`src/rtl/mastermind_pkg.sv`:
```
// Shared Mastermind definitions: peg geometry, counter widths and the
// scoring FSM state encoding, reused by the history and feedback paths.
package mastermind_pkg;

    localparam int MM_NUM_PEGS = 4;
    localparam int MM_COLOR_W  = 3;
    localparam int MM_CNT_W    = 3;

    typedef enum logic [1:0] {
        ST_IDLE    = 2'd0,
        ST_EXACT   = 2'd1,
        ST_PARTIAL = 2'd2,
        ST_DONE    = 2'd3
    } state_e;

endpackage

```
`src/rtl/peg_scorer.sv`:
```
// Mastermind peg scorer: latches a code/guess pair, counts exact matches in
// 4 cycles and colour-only matches in a fixed 16-cycle pairwise scan, then
// publishes exact/partial/win with a one-cycle done pulse.
module peg_scorer
    import mastermind_pkg::*;
#(
    parameter int NUM_PEGS = MM_NUM_PEGS,
    parameter int COLOR_W  = MM_COLOR_W
) (
    input  logic               clk,
    input  logic               reset,
    input  logic               start,
    input  logic [COLOR_W-1:0] code0,
    input  logic [COLOR_W-1:0] code1,
    input  logic [COLOR_W-1:0] code2,
    input  logic [COLOR_W-1:0] code3,
    input  logic [COLOR_W-1:0] guess0,
    input  logic [COLOR_W-1:0] guess1,
    input  logic [COLOR_W-1:0] guess2,
    input  logic [COLOR_W-1:0] guess3,
    output logic               busy,
    output logic               done,
    output logic [MM_CNT_W-1:0] exact,
    output logic [MM_CNT_W-1:0] partial,
    output logic               win
);

    state_e state_q, state_d;

    // Low two bits index the peg in EXACT; in PARTIAL [3:2]=guess i, [1:0]=code j.
    logic [3:0]          cnt_q, cnt_d;
    logic [COLOR_W-1:0]  code_q  [NUM_PEGS];
    logic [COLOR_W-1:0]  code_d  [NUM_PEGS];
    logic [COLOR_W-1:0]  guess_q [NUM_PEGS];
    logic [COLOR_W-1:0]  guess_d [NUM_PEGS];
    logic [NUM_PEGS-1:0] gused_q, gused_d;
    logic [NUM_PEGS-1:0] cused_q, cused_d;
    logic [MM_CNT_W-1:0] ex_acc_q, ex_acc_d;
    logic [MM_CNT_W-1:0] pa_acc_q, pa_acc_d;
    logic [MM_CNT_W-1:0] exact_q, exact_d;
    logic [MM_CNT_W-1:0] partial_q, partial_d;
    logic                win_q, win_d;

    logic [1:0] pi;
    logic [1:0] pj;

    // Next-state, operand capture, match accumulation and result publication.
    always_comb begin
        state_d   = state_q;
        cnt_d     = cnt_q;
        code_d    = code_q;
        guess_d   = guess_q;
        gused_d   = gused_q;
        cused_d   = cused_q;
        ex_acc_d  = ex_acc_q;
        pa_acc_d  = pa_acc_q;
        exact_d   = exact_q;
        partial_d = partial_q;
        win_d     = win_q;
        pi        = cnt_q[3:2];
        pj        = cnt_q[1:0];

        unique case (state_q)
            ST_IDLE: begin
                if (start) begin
                    code_d[0]  = code0;
                    code_d[1]  = code1;
                    code_d[2]  = code2;
                    code_d[3]  = code3;
                    guess_d[0] = guess0;
                    guess_d[1] = guess1;
                    guess_d[2] = guess2;
                    guess_d[3] = guess3;
                    gused_d    = '0;
                    cused_d    = '0;
                    ex_acc_d   = '0;
                    pa_acc_d   = '0;
                    cnt_d      = '0;
                    state_d    = ST_EXACT;
                end
            end
            ST_EXACT: begin
                if (guess_q[pj] == code_q[pj]) begin
                    ex_acc_d     = ex_acc_q + 3'd1;
                    gused_d[pj]  = 1'b1;
                    cused_d[pj]  = 1'b1;
                end
                if (pj == 2'd3) begin
                    cnt_d   = '0;
                    state_d = ST_PARTIAL;
                end else begin
                    cnt_d = cnt_q + 4'd1;
                end
            end
            ST_PARTIAL: begin
                if ((guess_q[pi] == code_q[pj]) && !gused_q[pi] && !cused_q[pj]) begin
                    pa_acc_d    = pa_acc_q + 3'd1;
                    gused_d[pi] = 1'b1;
                    cused_d[pj] = 1'b1;
                end
                if (cnt_q == 4'd15) begin
                    // Publish on the entry edge so the final pair's match is
                    // visible in the DONE cycle itself.
                    cnt_d     = '0;
                    exact_d   = ex_acc_q;
                    partial_d = pa_acc_d;
                    win_d     = (ex_acc_q == 3'(NUM_PEGS));
                    state_d   = ST_DONE;
                end else begin
                    cnt_d = cnt_q + 4'd1;
                end
            end
            ST_DONE: begin
                state_d = ST_IDLE;
            end
            default: state_d = ST_IDLE;
        endcase
    end

    // State and datapath registers with asynchronous clear.
    always_ff @(posedge clk or posedge reset) begin
        if (reset) begin
            state_q   <= ST_IDLE;
            cnt_q     <= '0;
            gused_q   <= '0;
            cused_q   <= '0;
            ex_acc_q  <= '0;
            pa_acc_q  <= '0;
            exact_q   <= '0;
            partial_q <= '0;
            win_q     <= 1'b0;
            for (int unsigned k = 0; k < NUM_PEGS; k++) begin
                code_q[k]  <= '0;
                guess_q[k] <= '0;
            end
        end else begin
            state_q   <= state_d;
            cnt_q     <= cnt_d;
            gused_q   <= gused_d;
            cused_q   <= cused_d;
            ex_acc_q  <= ex_acc_d;
            pa_acc_q  <= pa_acc_d;
            exact_q   <= exact_d;
            partial_q <= partial_d;
            win_q     <= win_d;
            code_q    <= code_d;
            guess_q   <= guess_d;
        end
    end

    // Status decodes straight from state so reset clears them immediately.
    always_comb begin
        busy    = (state_q == ST_EXACT) || (state_q == ST_PARTIAL);
        done    = (state_q == ST_DONE);
        exact   = exact_q;
        partial = partial_q;
        win     = win_q;
    end

endmodule

```
`config.mk`:
```
export PLATFORM = sky130hd
export DESIGN_NAME = peg_scorer
export DESIGN_NICKNAME = d
export VERILOG_FILES = /design/src/rtl/mastermind_pkg.sv /design/src/rtl/peg_scorer.sv
export SDC_FILE = /design/constraint.sdc
export NUM_CORES = 1
export LEC_CHECK = 0
export CORE_MARGIN = 2
export CORE_UTILIZATION = 55
export DETAILED_ROUTE_END_ITERATION = 8
export DONT_BUFFER_PORTS = 1
export MAX_ROUTING_LAYER = met4
export PLACE_DENSITY_LB_ADDON = 0.1
export SLEW_MARGIN = 10
export SYNTH_ARGS = -nofsm -noshare
export SYNTH_HDL_FRONTEND = slang
export SYNTH_SLANG_ARGS = --single-unit
```
`constraint.sdc`:
```
create_clock -name clk -period 3.8 [get_ports clk]
set_clock_uncertainty 0.05 [all_clocks]
set_input_delay 0.38 -clock clk [delete_from_list [all_inputs] [get_ports clk]]
set_output_delay 0.38 -clock clk [all_outputs]
set_load 0.02 [all_outputs]
```
# [Word level (Yosys, flattened, before mapping)]
# Index checks and enable logic that the tools add are counted.
[classes] n_addsub=3 order_cmp=6 eq_ne=13 muxes=36 n_bitwise=5 reduce_logical=18
[ops] op="case mux 4 bit (3 select lines)" count=3
[ops] op="2-to-1 mux 4 bit" count=7
[ops] op="2-to-1 mux 3 bit" count=9
[ops] op="binary-select mux 3 bit (select 2 bit)" count=3
[ops] op="bitwise OR 4 bit" count=3
[ops] op="case mux 3 bit (2 select lines)" count=2
[ops] op="!= test 2 bit (second input constant)" count=5
[ops] op="case mux 2 bit (4 select lines)" count=1
[ops] op="AND reduction 2 bit" count=4
[ops] op="adder 3 x 1 -> 3 bit (second input constant)" count=2
[ops] op="== test 2 bit (second input constant)" count=3
[ops] op="== test 3 bit" count=2
[ops] op=">= comparator 3 bit (second input constant)" count=2
[ops] op="less-than comparator 2 x 3 -> 1 bit (second input constant)" count=2
[ops] op="2-to-1 mux 2 bit" count=3
[ops] op="inverter 2 -> 3 bit" count=2
[ops] op="AND reduction 3 bit" count=2
[ops] op="adder 4 x 1 -> 4 bit (second input constant)" count=1
[ops] op="binary-select mux 1 bit (select 2 bit)" count=2
[ops] op="demux 1 bit (select 2 bit)" count=2
[ops] op="== test 4 bit (second input constant)" count=1
[ops] op=">= comparator 2 x 1 -> 1 bit (second input constant)" count=2
[ops] op="logical AND 1 bit" count=4
[ops] op="2-to-1 mux 1 bit" count=4
[ops] op="other kinds (8)" count=10
[word_totals] regBits=51 out_inout_bits=9 word_cells=98

# [Longest topological paths before layout]
# Gate-level depths: netlist of the first run.
[logic_depth] word_depth=9 mapped_depth=10 depth_no_buf=7

# [Least setup slack after synthesis of the first run]
# No wires, ideal clock.
[synth_path] path_type="flip-flop to flip-flop" start="reg cnt_q[0]" end="reg gused_q[0]" arrival_time_ns=2.044 required_ns=3.631 slack_ns=1.586 path_stages_with_launch=8 path_cell_list="dfrtp_1 -> buf_6 -> mux4_2 -> xor2_1 -> o31ai_4 -> and3b_1 -> buf_6 -> nor2_1"
[synth_between] elab_chain_cells=9 elab_cells_between_ends=25 classes_between="2 x order compare; 4 x eq/ne; 12 x mux; 2 x bitwise; 5 x reduce/logical"
[synth_lines] item="from (decl)" line="peg_scorer.sv:31" text="logic [3:0] cnt_q, cnt_d;"
[synth_lines] item="from (signal assigned)" line="peg_scorer.sv:138" text="cnt_q <= cnt_d;"
[synth_lines] item="inverter 2 -> 3 bit (not written as such)" line="peg_scorer.sv:83, peg_scorer.sv:96"
[synth_lines] item="binary-select mux 3 bit (select 2 bit)" line="peg_scorer.sv:83, peg_scorer.sv:96"
[synth_lines] item="2-to-1 mux 3 bit (not written as such) (2 in a row)" line="peg_scorer.sv:83, peg_scorer.sv:96"
[synth_lines] item="== test 3 bit" line="peg_scorer.sv:96" text="if ((guess_q[pi] == code_q[pj]) && !gused_q[pi] && !cused_q[pj]) begin"
[synth_lines] item="logical AND 1 bit (2 in a row)" line="peg_scorer.sv:96"
[synth_lines] item="!= test 2 bit (no source line)"
[synth_lines] item="AND reduction 4 bit (no source line)"
[synth_lines] item="to (signal assigned)" line="peg_scorer.sv:139" text="gused_q <= gused_d;"
[synth_lines] item="to (decl)" line="peg_scorer.sv:36" text="logic [NUM_PEGS-1:0] gused_q, gused_d;"
# Several ways; a longest one is shown, not always the timed one. The select of a mux whose other input is x is not followed.
# A chain may end at the register's enable or synchronous reset.

# [Worst setup path after layout of the first run]
[layout_path] start="reg cnt_q[0]" end="reg gused_q[3]"
# The elaborated chain is that of the path after synthesis.

==> results.txt, run 1 <==
* Portion of synthesized cell area occupied by the leading cell type: 0.4605
- Total setup buffers inserted after CTS: 0
- Residual overflow from global routing: 0
- Number of distinct standard cells referenced by the synthesized netlist: 40
- Instance count of the mapped netlist: 235
- The mapped netlist covers 2771 µm².
- In the routed layout, each cell is associated on average with a via count of 5.936.
- The clock passes through at most 2 buffers.
- Top cells by area in the synthesized netlist: sky130_fd_sc_hd__dfrtp_1 46%, sky130_fd_sc_hd__mux2_2 10%, sky130_fd_sc_hd__mux4_2 5.7%
- Leak Pwr: 1.257 nW
- The routed layout has 1775 vias.
* Total power divided by cell area: 891.7 nW/µm²
- Once detailed placement completed, the half-perimeter wirelength came to 3.724 mm.
- The count of nets left with antenna violations once routing finished came out at 0.
- The max-slew violation total from the final report came to 0.
- Of the available clock period, the critical path in the final layout requires 0.7087.
* Max cap viols: 0
- In the global route stage, overall resource usage came out at 0.2066.
- The number of failing hold endpoints at the final stage was 0.
* Final setup violation count: 0
* Final period demand of the worst path: 2.693 ns
* Row cnt: 25
- Placement-stage worst setup slack: 1.144 ns
- In this run the mean area of a mapped cell was 11.79 µm².
- The H-tree was split into 2 levels.
- Count of TritonRoute iterations in the first routing pass: 6
- Result of the run: finished, final reports clean
* Critical path startpoint category: flip-flop
- Layout net count: 270
- Area of the core: 4786 µm²
* Routed wire length per instance: 16.94 µm
* HP Class: input port to async pin
* Number of violations reported at the end of detailed-routing iteration 0: 96
- Based on the critical path, the design can be clocked at up to 0.3713 GHz.
- Synth-to-Final Area Change: 4.650%
- Hold-fix buffer count after cts: 0
* Max_slew headroom: 0.3229
- At the end of routability-driven placement, the weighted congestion stood at 0.8637.
- After synthesis the netlist holds a flip-flop and latch count of 51.
- Data arrival time of the critical path: 2.82 ns
- The Yosys step of the flow raised 0 warnings.
- Top FF cell, synth: sky130_fd_sc_hd__dfrtp_1
- Total routed wirelength: 5.065 mm
- Number of port buffers: 0
* Most area-hungry cell type in the Yosys netlist: sky130_fd_sc_hd__dfrtp_1
- For this run, design rule violations remaining after detail routing come to 0.
- Worst Setup End Kind: flip-flop
- Minimum hold slack: 0.1324 ns
* Die Wd: 74.99 µm
- The initial antenna violation count came to 0.
- Clock buffer count from CTS: 5
- TritonCTS built the clock tree.
- Number of synthesized flops with an enable pin: 0
- Ys async rst share: 1.000
- For the worst flop-to-flop path, the logic depth is 5.
* Total of cells resized after clock tree synthesis: 0
- Counting every net in the synthesized netlist gives 274.
- For this run, the register share of the synthesized area comes to 0.4605.
* Antenna cell count: 0
- The clock net in this run drives a total of 51 sinks.
- Data required, critical path: 3.93 ns
* Insertion delay to the later sink of the worst-skew pair: 0.31 ns
* Pin count of the biggest net entering global routing: 52
- In this run the vertical extent of the chip is 74.99 µm.
- Least setup slack across all paths after layout: 1.107 ns
- Fraction of layout cells with a size suffix above 1: 0.2112
- First-pass GRT wire length: 8.514 mm
* WS Path Type: flip-flop to flip-flop
* Worst VDD drop: 0.4328 mV
- Of all nets on the critical path, the largest fanout is 13.
- Starting Density: 0.5791
- Setup repair after global routing left no endpoint under its margin.
- Clock-pin slew on the worst setup and hold paths: 0.10 ns
- For this design the top-level I/O count stands at 36.
- The number of global-route vias before repair came to 1789.
- Worst-Margin Slew: 1.014 ns
- Clock tree synthesis selected as its root buffer the cell sky130_fd_sc_hd__clkbuf_8.
- Power Total: 2.586 mW
* Area enclosed by the die boundary: 5623 µm²
* # fillers: 405
* Total negative setup slack: 0 ns
power by group:
part / switching, mW / internal [mW]
Combinational: 0.681 / 0.585
Sequential: 0.183 / 0.755
Clock: 0.184 / 0.199
metrics by stage:
stage,instances,util,area [µm²]
global route,299,0.6060,2900
finish,299,0.6060,2900
CTS,299,0.6060,2900
floorplan,235,-,2771
detailed placement,291,0.5827,2789
global placement,291,0.5827,2789
cells in the mapped netlist, types with 3 or more instances:
library cell,count
sky130_fd_sc_hd__dfrtp_1,51
sky130_fd_sc_hd__nor2_2,4
sky130_fd_sc_hd__ha_1,12
sky130_fd_sc_hd__nand3_1,4
sky130_fd_sc_hd__nand2_1,24
sky130_fd_sc_hd__inv_1,14
sky130_fd_sc_hd__xor2_1,5
sky130_fd_sc_hd__mux2_2,25
sky130_fd_sc_hd__a31oi_1,9
sky130_fd_sc_hd__mux2i_1,6
sky130_fd_sc_hd__nor2_1,12
sky130_fd_sc_hd__mux4_1,4
sky130_fd_sc_hd__clkbuf_1,6
sky130_fd_sc_hd__o21ai_0,19
sky130_fd_sc_hd__mux4_2,7
sky130_fd_sc_hd__buf_6,3
registers in the layout, indices dropped and copies added, names as in the netlist:
name,cells
guess_q,12
cused_q,4
state_q,2
ex_acc_q,3
gused_q,4
partial,3
code_q,12
exact,3
pa_acc_q,3
win,1
cnt_q,4
cell usage in the layout (no fill, tap or decap), drive strengths merged:
master	n
nor3	3
a32oi	1
a22o	1
ha	12
inv	15
nand4	2
o311ai	1
a221o	1
o32a	1
a31oi	9
bufinv	1
a22oi	1
xnor2	3
dfrtp	51
nor2	16
and2	2
mux2	25
xor2	5
clkbuf	6
o21ai	19
nand2	24
nand2b	1
a41o	1
or3	2
mux4	11
o31ai	2
nand3	4
and3b	1
a21oi	1
nand3b	2
nor2b	1
mux2i	6
o211ai	1
critical path, cell delays in order, from the launching register on:
cell and delay (ns):
sky130_fd_sc_hd__dfrtp_1 0.70, sky130_fd_sc_hd__mux4_1 0.68, sky130_fd_sc_hd__xnor2_1 0.25, sky130_fd_sc_hd__a41o_1 0.37, sky130_fd_sc_hd__and3b_1 0.41, sky130_fd_sc_hd__nor2_1 0.09
final cells by class:
class | count | area [µm²] | area share
Clock buffer | 6 | 72.57 | 0.02502
Clock inverter | 2 | 38.79 | 0.01337
Tap cell | 67 | 83.83 | 0.02890
Inverter | 14 | 52.55 | 0.01812
Sequential cell | 51 | 1276 | 0.4400
Multi-Input combinational cell | 159 | 1376 | 0.4745
worst paths after layout:
path,from,to,slack (ns)
worst max-delay path,cnt_q[0],gused_q[3],1.11
worst min-delay path,reset,guess_q[9],0.13
worst max register to register,cnt_q[0],gused_q[3],1.11
worst min register to register,code_q[6],code_q[6],0.46
max in group asynchronous,reset,gused_q[1],2.94
min in group clk,guess3[2],guess_q[2],0.16
per-layer routing:
| layer | up-vias | wire [µm] | part of all wire | GRT usage |
|---|---|---|---|---|
| li1 | 836 | - | - | - |
| met1 | 897 | 2136 | 0.42 | 0.2474 |
| met2 | 38 | 2642 | 0.52 | 0.3577 |
| met3 | 4 | 246 | 0.049 | 0.04819 |
| met4 | 0 | 39 | 0.0077 | 0.04167 |
| met5 | - | 0 | 0 | - |
cell families (layout without fill, tap and decap cells):
| group | Yosys count | after routing | synth area share |
|---|---|---|---|
| buf+inv | 25 | 22 | 0.04289 |
| xor+xnor | 8 | 8 | 0.03070 |
| simple gates | 58 | 58 | 0.1011 |
| compound gates | 39 | 39 | 0.09255 |
| flops | 51 | 51 | 0.4605 |
| fa+ha+maj | 12 | 12 | 0.05417 |
| mux | 42 | 42 | 0.2181 |
Power figures use the tool's default switching activity.
==> run 2: changes to the inputs <==
==> constraint.sdc (replaced) <==
create_clock -name clk -period 2.58 [get_ports clk]
set_clock_uncertainty 0.05 [all_clocks]
set_input_delay 0.258 -clock clk [delete_from_list [all_inputs] [get_ports clk]]
set_output_delay 0.258 -clock clk [all_outputs]
set_load 0.02 [all_outputs]
==> results.txt, run 2 (synthesis results as in run 1) <==
- Result of the run: finished, final reports clean
* Data arrival time of the critical path: 2.45 ns (-0.37 ns)
- Critical path startpoint category: flip-flop
- Gate power share: 0.524 (+0.035)
* Max Slew Vio Count: 0 (unchanged)
- The total negative setup slack is 0 ns (unchanged).
- The portion of the clock cycle consumed by the worst path in the final layout was 0.9009 (+0.1922).
* Origin of the critical flop-to-flop path: cnt_q[0]
- Minimum setup slack among reg-to-reg paths: 0.26 ns (-0.85 ns)
- Worst-Margin Slew: 1.003 ns (-0.01079 ns)
- The fraction of power spent switching nets is 0.4111 (+0.006065).
- Clk sink count: 51 (unchanged)
* Launching instance or port of the critical path: cnt_q[0]
* Synth-to-Final Area Change: 6.321%
- Number of violations reported at the end of detailed-routing iteration 0: 92 (-4.2%)
* Registers with the highest flip-flop counts: code_q x12, guess_q x12
* Placed Instance Area: 2856 µm² (+2.4%)
* Global placement routability congestion: 0.8360 (-3.2%)
- The final non-filler cell area came to 2947 µm² (+1.6%).
- Clock tree synthesis selected as its root buffer the cell sky130_fd_sc_hd__clkbuf_8.
- The ratio of cells with drive above 1 in the final layout is 0.2407 (+0.02946).
* Max cap viols: 0 (unchanged)
- Die Wd: 74.99 µm (unchanged)
- The final wirelength was 5.236 mm (+3.4%).
- Worst VDD drop: 0.6380 mV (+47%)
- Final period demand of the worst path: 2.324 ns (-0.3688 ns)
* Deepest level of the CTS H-tree: 2 (unchanged)
* Worst reg2reg path endpoint: gused_q[0]
* Power share of the clock group: 0.121 (-0.027)
* Starting Density: 0.5791 (unchanged)
- The worst relative slew slack came to 0.3301 (+0.007206).
* Initial antenna violation count: 0 (unchanged)
- Setup repair after global routing left no endpoint under its margin.
- Drt via density: 5.955 (+0.30%)
- The share of the core filled with cells in the final layout is 0.6157 (+0.009673).
- The sequential fraction of design power came to 0.355 (-0.008).
- Hold-fix buffer count after cts: 0 (unchanged)
- Power dissipated by switching net loads: 1.570 mW (+50%)
* I/O pin count: 36 (unchanged)
- The global-route wire length before repair came to 8.859 mm (+4.1%).
* Row cnt: 25 (unchanged)
- Area of the core: 4786 µm² (unchanged)
* Post-detailed-route count of antenna-violating nets: 0 (unchanged)
- The number of gates given a new drive strength after cts was 0 (unchanged).
* Residual overflow from global routing: 0 (unchanged)
- The maximum number of buffers from clock root to sink came to 2 (unchanged).
* Data required, critical path: 2.71 ns (-1.22 ns)
- The total of buffers placed on input and output ports was 0 (unchanged).
* Count of TritonRoute iterations in the first routing pass: 4 (-2)
- The worst reg2reg path depth came to 6 (+1).
- The path class of the tightest hold or removal check is input port to async pin.
* Insertion delay to the later sink of the worst-skew pair: 0.30 ns (about the same)
* Leak Pwr: 1.291 nW (+2.7%)
* Number of global-route vias before repair: 1840 (+2.9%)
* Capturing element of the worst setup path: gused_q[0]
- Final setup violation count: 0 (unchanged)
- The number of remaining DRC errors is 0 (unchanged).
* GR Util All Layers: 0.2183 (+0.01174)
- WS Path Type: flip-flop to flip-flop
- Clock buffer count from CTS: 5 (unchanged)
* Max frequency: 0.4302 GHz (+16%)
* Int Power: 2.249 mW (+46%)
- The detailed placer's ending HPWL came to 3.992 mm (+7.2%).
- Via total after detailed routing: 1834 (+3.3%)
* Total power divided by cell area: 1296 nW/µm² (+45%)
- Minimum hold slack: 0.007329 ns (-0.1251 ns)
- Worst Setup End Kind: flip-flop
* Final Hold Viols: 0 (unchanged)
- Least setup slack across all paths after layout: 0.2556 ns (-0.8512 ns)
- The number of nets in the layout is 279 (+3.3%).
- TritonCTS clock tree: built
- The clock transition at the register clock pins on the worst setup and hold paths after CTS is 0.10 ns (about the same).
* Die height: 74.99 µm (unchanged)
* Routed wire length per instance: 17.00 µm (+0.36%)
- The maximum number of pins on one net before global-route repair came to 52 (unchanged).
* Placement-stage worst setup slack: 0.2566 ns (-0.8872 ns)
* Total setup buffers inserted after CTS: 0 (unchanged)
- In the layout the commonest cells are 51 x sky130_fd_sc_hd__dfrtp_1, 25 x sky130_fd_sc_hd__mux2_2, 24 x sky130_fd_sc_hd__nand2_1.
- The full die area is 5623 µm² (unchanged).
- The highest fanout seen on the critical path came to 8 (-5).
- Leaving out fill and tap cells, the most frequent cell in the layout is sky130_fd_sc_hd__dfrtp_1.
- The count of inserted antenna diode cells came to 0 (unchanged).
## run 2: cell count changes in the layout (fill, tap and decap cells not counted)
cell / previous run / this run
sky130_fd_sc_hd__buf_4: 0 / 9
sky130_fd_sc_hd__inv_6: 1 / 0
sky130_fd_sc_hd__clkinv_4: 0 / 2
sky130_fd_sc_hd__bufinv_16: 1 / 0
## run 2: metrics by stage
step	cells	total power, mW
finish	308	3.819
global route	308	4.120
CTS	308	3.851
detailed placement	300	3.387
global placement	300	3.290
floorplan	235	2.956
## run 2: worst min path at each step
stage,from,to,slack [ns],cells past startpoint
after floorplan,code3[0],code_q[0],0.36,1
after global routing,code3[1],code_q[1],0.03,1
after detailed placement,code3[0],code_q[0],0.36,1
after global placement,code1[0],code_q[6],0.36,1
after CTS,guess1[2],guess_q[8],0.04,1
final,reset,exact[0],0.007,1
## run 2: final cells by class
| type | instances | area [µm²] |
|---|---|---|
| sequential | 51 | 1276 |
| clock buffer | 6 | 72.57 |
| multi-input combinational | 159 | 1376 |
| clock inverter | 2 | 17.52 |
| timing repair buffer | 9 | 67.56 |
| inverter | 14 | 52.55 |
| tap | 67 | 83.83 |
| fill | 409 | 1839 |
## run 2: worst max-delay path, cell delays in order (launching register included)
cell and delay, ns:
sky130_fd_sc_hd__dfrtp_1 0.51, sky130_fd_sc_hd__buf_4 0.22, sky130_fd_sc_hd__mux4_1 0.58, sky130_fd_sc_hd__nor3_1 0.15
sky130_fd_sc_hd__a41o_1 0.20, sky130_fd_sc_hd__and3b_1 0.38, sky130_fd_sc_hd__nor2_1 0.10
## run 2: layer usage
layer  global-route usage  vias to the layer above  share of wire
li1                     -                      850              -
met1               0.2611                      920           0.40
met2               0.3782                       55           0.54
met3              0.03213                        9          0.045
met4              0.07341                        0          0.016
met5                    -                        -              0
## run 2: power groups by stage
stage / combinational, mW / sequential [mW] / clock (mW)
floorplan: 1.69 / 1.27 / 0
global placement: 1.93 / 1.36 / 0
detailed placement: 2.01 / 1.38 / 0
CTS: 2.01 / 1.36 / 0.474
global route: 2.21 / 1.40 / 0.510
finish: 2.00 / 1.36 / 0.461
==> run 3: changes to the inputs <==
--- a/config.mk
+++ b/config.mk
@@ -9,7 +9,6 @@
 export CORE_UTILIZATION = 55
 export DETAILED_ROUTE_END_ITERATION = 8
 export DONT_BUFFER_PORTS = 1
-export MAX_ROUTING_LAYER = met4
 export PLACE_DENSITY_LB_ADDON = 0.1
 export SLEW_MARGIN = 10
 export SYNTH_ARGS = -nofsm -noshare
==> results.txt, run 3 (synthesis results as in run 1) <==
- The run finished with clean final reports.
* Final Hold Viols: 0 (unchanged)
- The clock transition at the register clock pins on the worst setup and hold paths after CTS is 0.10 ns (about the same).
* GR Util All Layers: 0.2161 (-0.002222)
- The worst IR drop on VDD came to 0.6672 mV (+4.6%).
* Routed wire length per instance: 17.16 µm (+0.95%)
* Worst-path cell with the longest stage delay: sky130_fd_sc_hd__mux4_1
- The number of sinks handled by clock tree synthesis came to 51 (unchanged).
- Commonest cells after routing, fill and taps aside: 51 x sky130_fd_sc_hd__dfrtp_1, 25 x sky130_fd_sc_hd__mux2_2, 24 x sky130_fd_sc_hd__nand2_1
* I/O pin count: 36 (unchanged)
* Met2 Use GR: 0.3762 (-0.001949)
* Worst-Margin Slew: 1.013 ns (+0.009347 ns)
- The maximum number of pins on one net before global-route repair is 52 (unchanged).
- The full die area is 5623 µm² (unchanged).
* Root Buffer Master: sky130_fd_sc_hd__clkbuf_8
- The number of clock buffers inserted by TritonCTS is 5 (unchanged).
* Largest stage delay on the critical path: 0.57 ns (about the same)
- The post-route worst hold slack is 0.001822 ns (-0.005507 ns).
- Fin crit share: 0.9127 (+0.01173)
* Capturing element of the worst setup path: gused_q[0]
- Most used routing layer: met2
- Most common library cell in the layout ignoring fill and taps: sky130_fd_sc_hd__dfrtp_1
- Starting Density: 0.5791 (unchanged)
* Clock Tree Buf Depth: 2 (unchanged)
- The worst reg2reg path depth came to 6 (unchanged).
- The buffering stage count on the worst path with inverters included was 1 (unchanged).
- The area growth from synthesis to final layout was 6.321% (unchanged).
* Via total after detailed routing: 1800 (-1.9%)
- The minimum clock period is 2.355 ns (+0.03027 ns).
- The highest fanout seen on the critical path was 8 (unchanged).
- STA classifies the critical path startpoint as a flip-flop.
- Met1 global-route usage: 0.2618 (+0.0006579)
- Tracing the worst setup path back leads to its startpoint at cnt_q[0].
- The number of nets in the layout came to 279 (unchanged).
- The violation count after the first detailed-routing iteration is 97 (+5.4%).
* TritonCTS clock tree: built
- Global placement routability congestion: 0.8241 (-1.4%)
* Final setup violation count: 0 (unchanged)
* Max_slew headroom: 0.3248 (-0.005256)
- Total routed wirelength: 5.286 mm (+0.95%)
* Max Slew Vio Count: 0 (unchanged)
* Number of global-route vias before repair: 1911 (+3.9%)
- Total power divided by cell area: 1301 nW/µm² (+0.36%)
- In this run the critical register-to-register path is launched from cnt_q[0].
- Non-Filler Cell Area, Final: 2947 µm² (unchanged)
- The number of gates given a new drive strength after cts was 0 (unchanged).
* Placed Instance Area: 2856 µm² (unchanged)
* Deepest level of the CTS H-tree: 2 (unchanged)
* Count of TritonRoute iterations in the first routing pass: 4 (unchanged)
* Hold-fix buffer count after cts: 0 (unchanged)
- Number of port buffers: 0 (unchanged)
- Worst reg2reg path endpoint: gused_q[0]
- The signal arrival time at the worst endpoint was 2.50 ns (+0.05 ns).
- Critical path cell sequence: buf_4 > mux4_1 > nor3_1 > a41o_1 > and3b_1 > nor2_1
- The met3 usage in global routing is 0.04150 (+0.009371).
- The number of rows in the core area is 25 (unchanged).
* Drt via density: 5.844 (-1.9%)
- The worst setup path is captured at a flip-flop.
- The global-route wire length before repair came to 8.970 mm (+1.3%).
- The cell count along the critical path came to 6 (unchanged).
* Die height: 74.99 µm (unchanged)
* # DRC: 0 (unchanged)
* Registers with the highest flip-flop counts: code_q x12, guess_q x12
- The total global routing overflow came to 0 (unchanged).
- HP Class: input port to async pin
- Minimum setup slack among reg-to-reg paths: 0.23 ns (-0.03 ns)
* Antenna cell count: 0 (unchanged)
- The ratio of cells with drive above 1 in the final layout is 0.2407 (unchanged).
- Leak Pwr: 1.291 nW (unchanged)
* Area of the core: 4786 µm² (unchanged)
- Max frequency: 0.4247 GHz (-1.3%)
* Initial antenna violation count: 0 (unchanged)
- Top Family by Delay on Critical Path: simple AND/OR/NAND/NOR gates
- The worst endpoint required time was 2.72 ns (about the same).
- The clock latency at the later pin of the worst-skew pair came to 0.31 ns (about the same).
- The width of the chip was 74.99 µm (unchanged).
* Post-detailed-route count of antenna-violating nets: 0 (unchanged)
- The buffer count from post-CTS setup fixing is 0 (unchanged).
- Setup repair after global routing missed its margin: false
* Total negative setup slack: 0 ns (unchanged)
- Final HPWL from detailed placement: 4.072 mm (+2.0%)
- The number of max-cap violations was 0 (unchanged).
* WS Path Type: flip-flop to flip-flop
==> run 3: worst min path at each step <==
stage                         start         end  slack (ns)  cells past startpoint
after floorplan            code3[0]   code_q[0]        0.36                      1
after global placement     code1[0]   code_q[6]        0.36                      1
after detailed placement   code3[0]   code_q[0]        0.36                      1
after CTS                 guess1[2]  guess_q[8]        0.04                      1
after global routing       code3[1]   code_q[1]        0.03                      1
final                         reset    exact[1]       0.002                      1
==> run 3: final cells by class <==
cell class,instances,area (µm²)
Clock inverter,2,17.52
Clock buffer,6,72.57
Inverter,14,52.55
Sequential cell,51,1276
Multi-Input combinational cell,159,1376
Timing Repair Buffer,9,67.56
Tap cell,67,83.83
Fill cell,401,1839
==> run 3: report_power, final <==
part	leakage, nW	switching [mW]	internal (mW)
combinational	0.599	1.08	0.939
sequential	0.646	0.241	1.11
clock	0.0454	0.268	0.195
total	1.29	1.59	2.25
==> run 3: layer usage <==
metal,wire [µm],up-vias
li1,-,849
met1,2104,892
met2,2874,52
met3,229,7
met4,77,0
met5,0,-
==> run 3: per-stage QoR <==
step	std cells	setup WS, ns	total power, mW	util
after global placement	300	0.3403	3.290	0.5969
final	308	0.2254	3.832	0.6157
after global routing	308	0.02011	4.132	0.6157
after CTS	308	0.2221	3.865	0.6157
after detailed placement	300	0.2471	3.396	0.5969
after floorplan	235	0.3665	2.956	-
==> run 3: worst register-to-register path: cells and delay by family, from the launching register on <==
family	cells	cell delay, ns
multiplexers	1	0.57
AO/OA/AOI/OAI	1	0.22
AND/OR/NAND/NOR	3	0.66
flip-flops	1	0.52
buffers and inverters	1	0.22
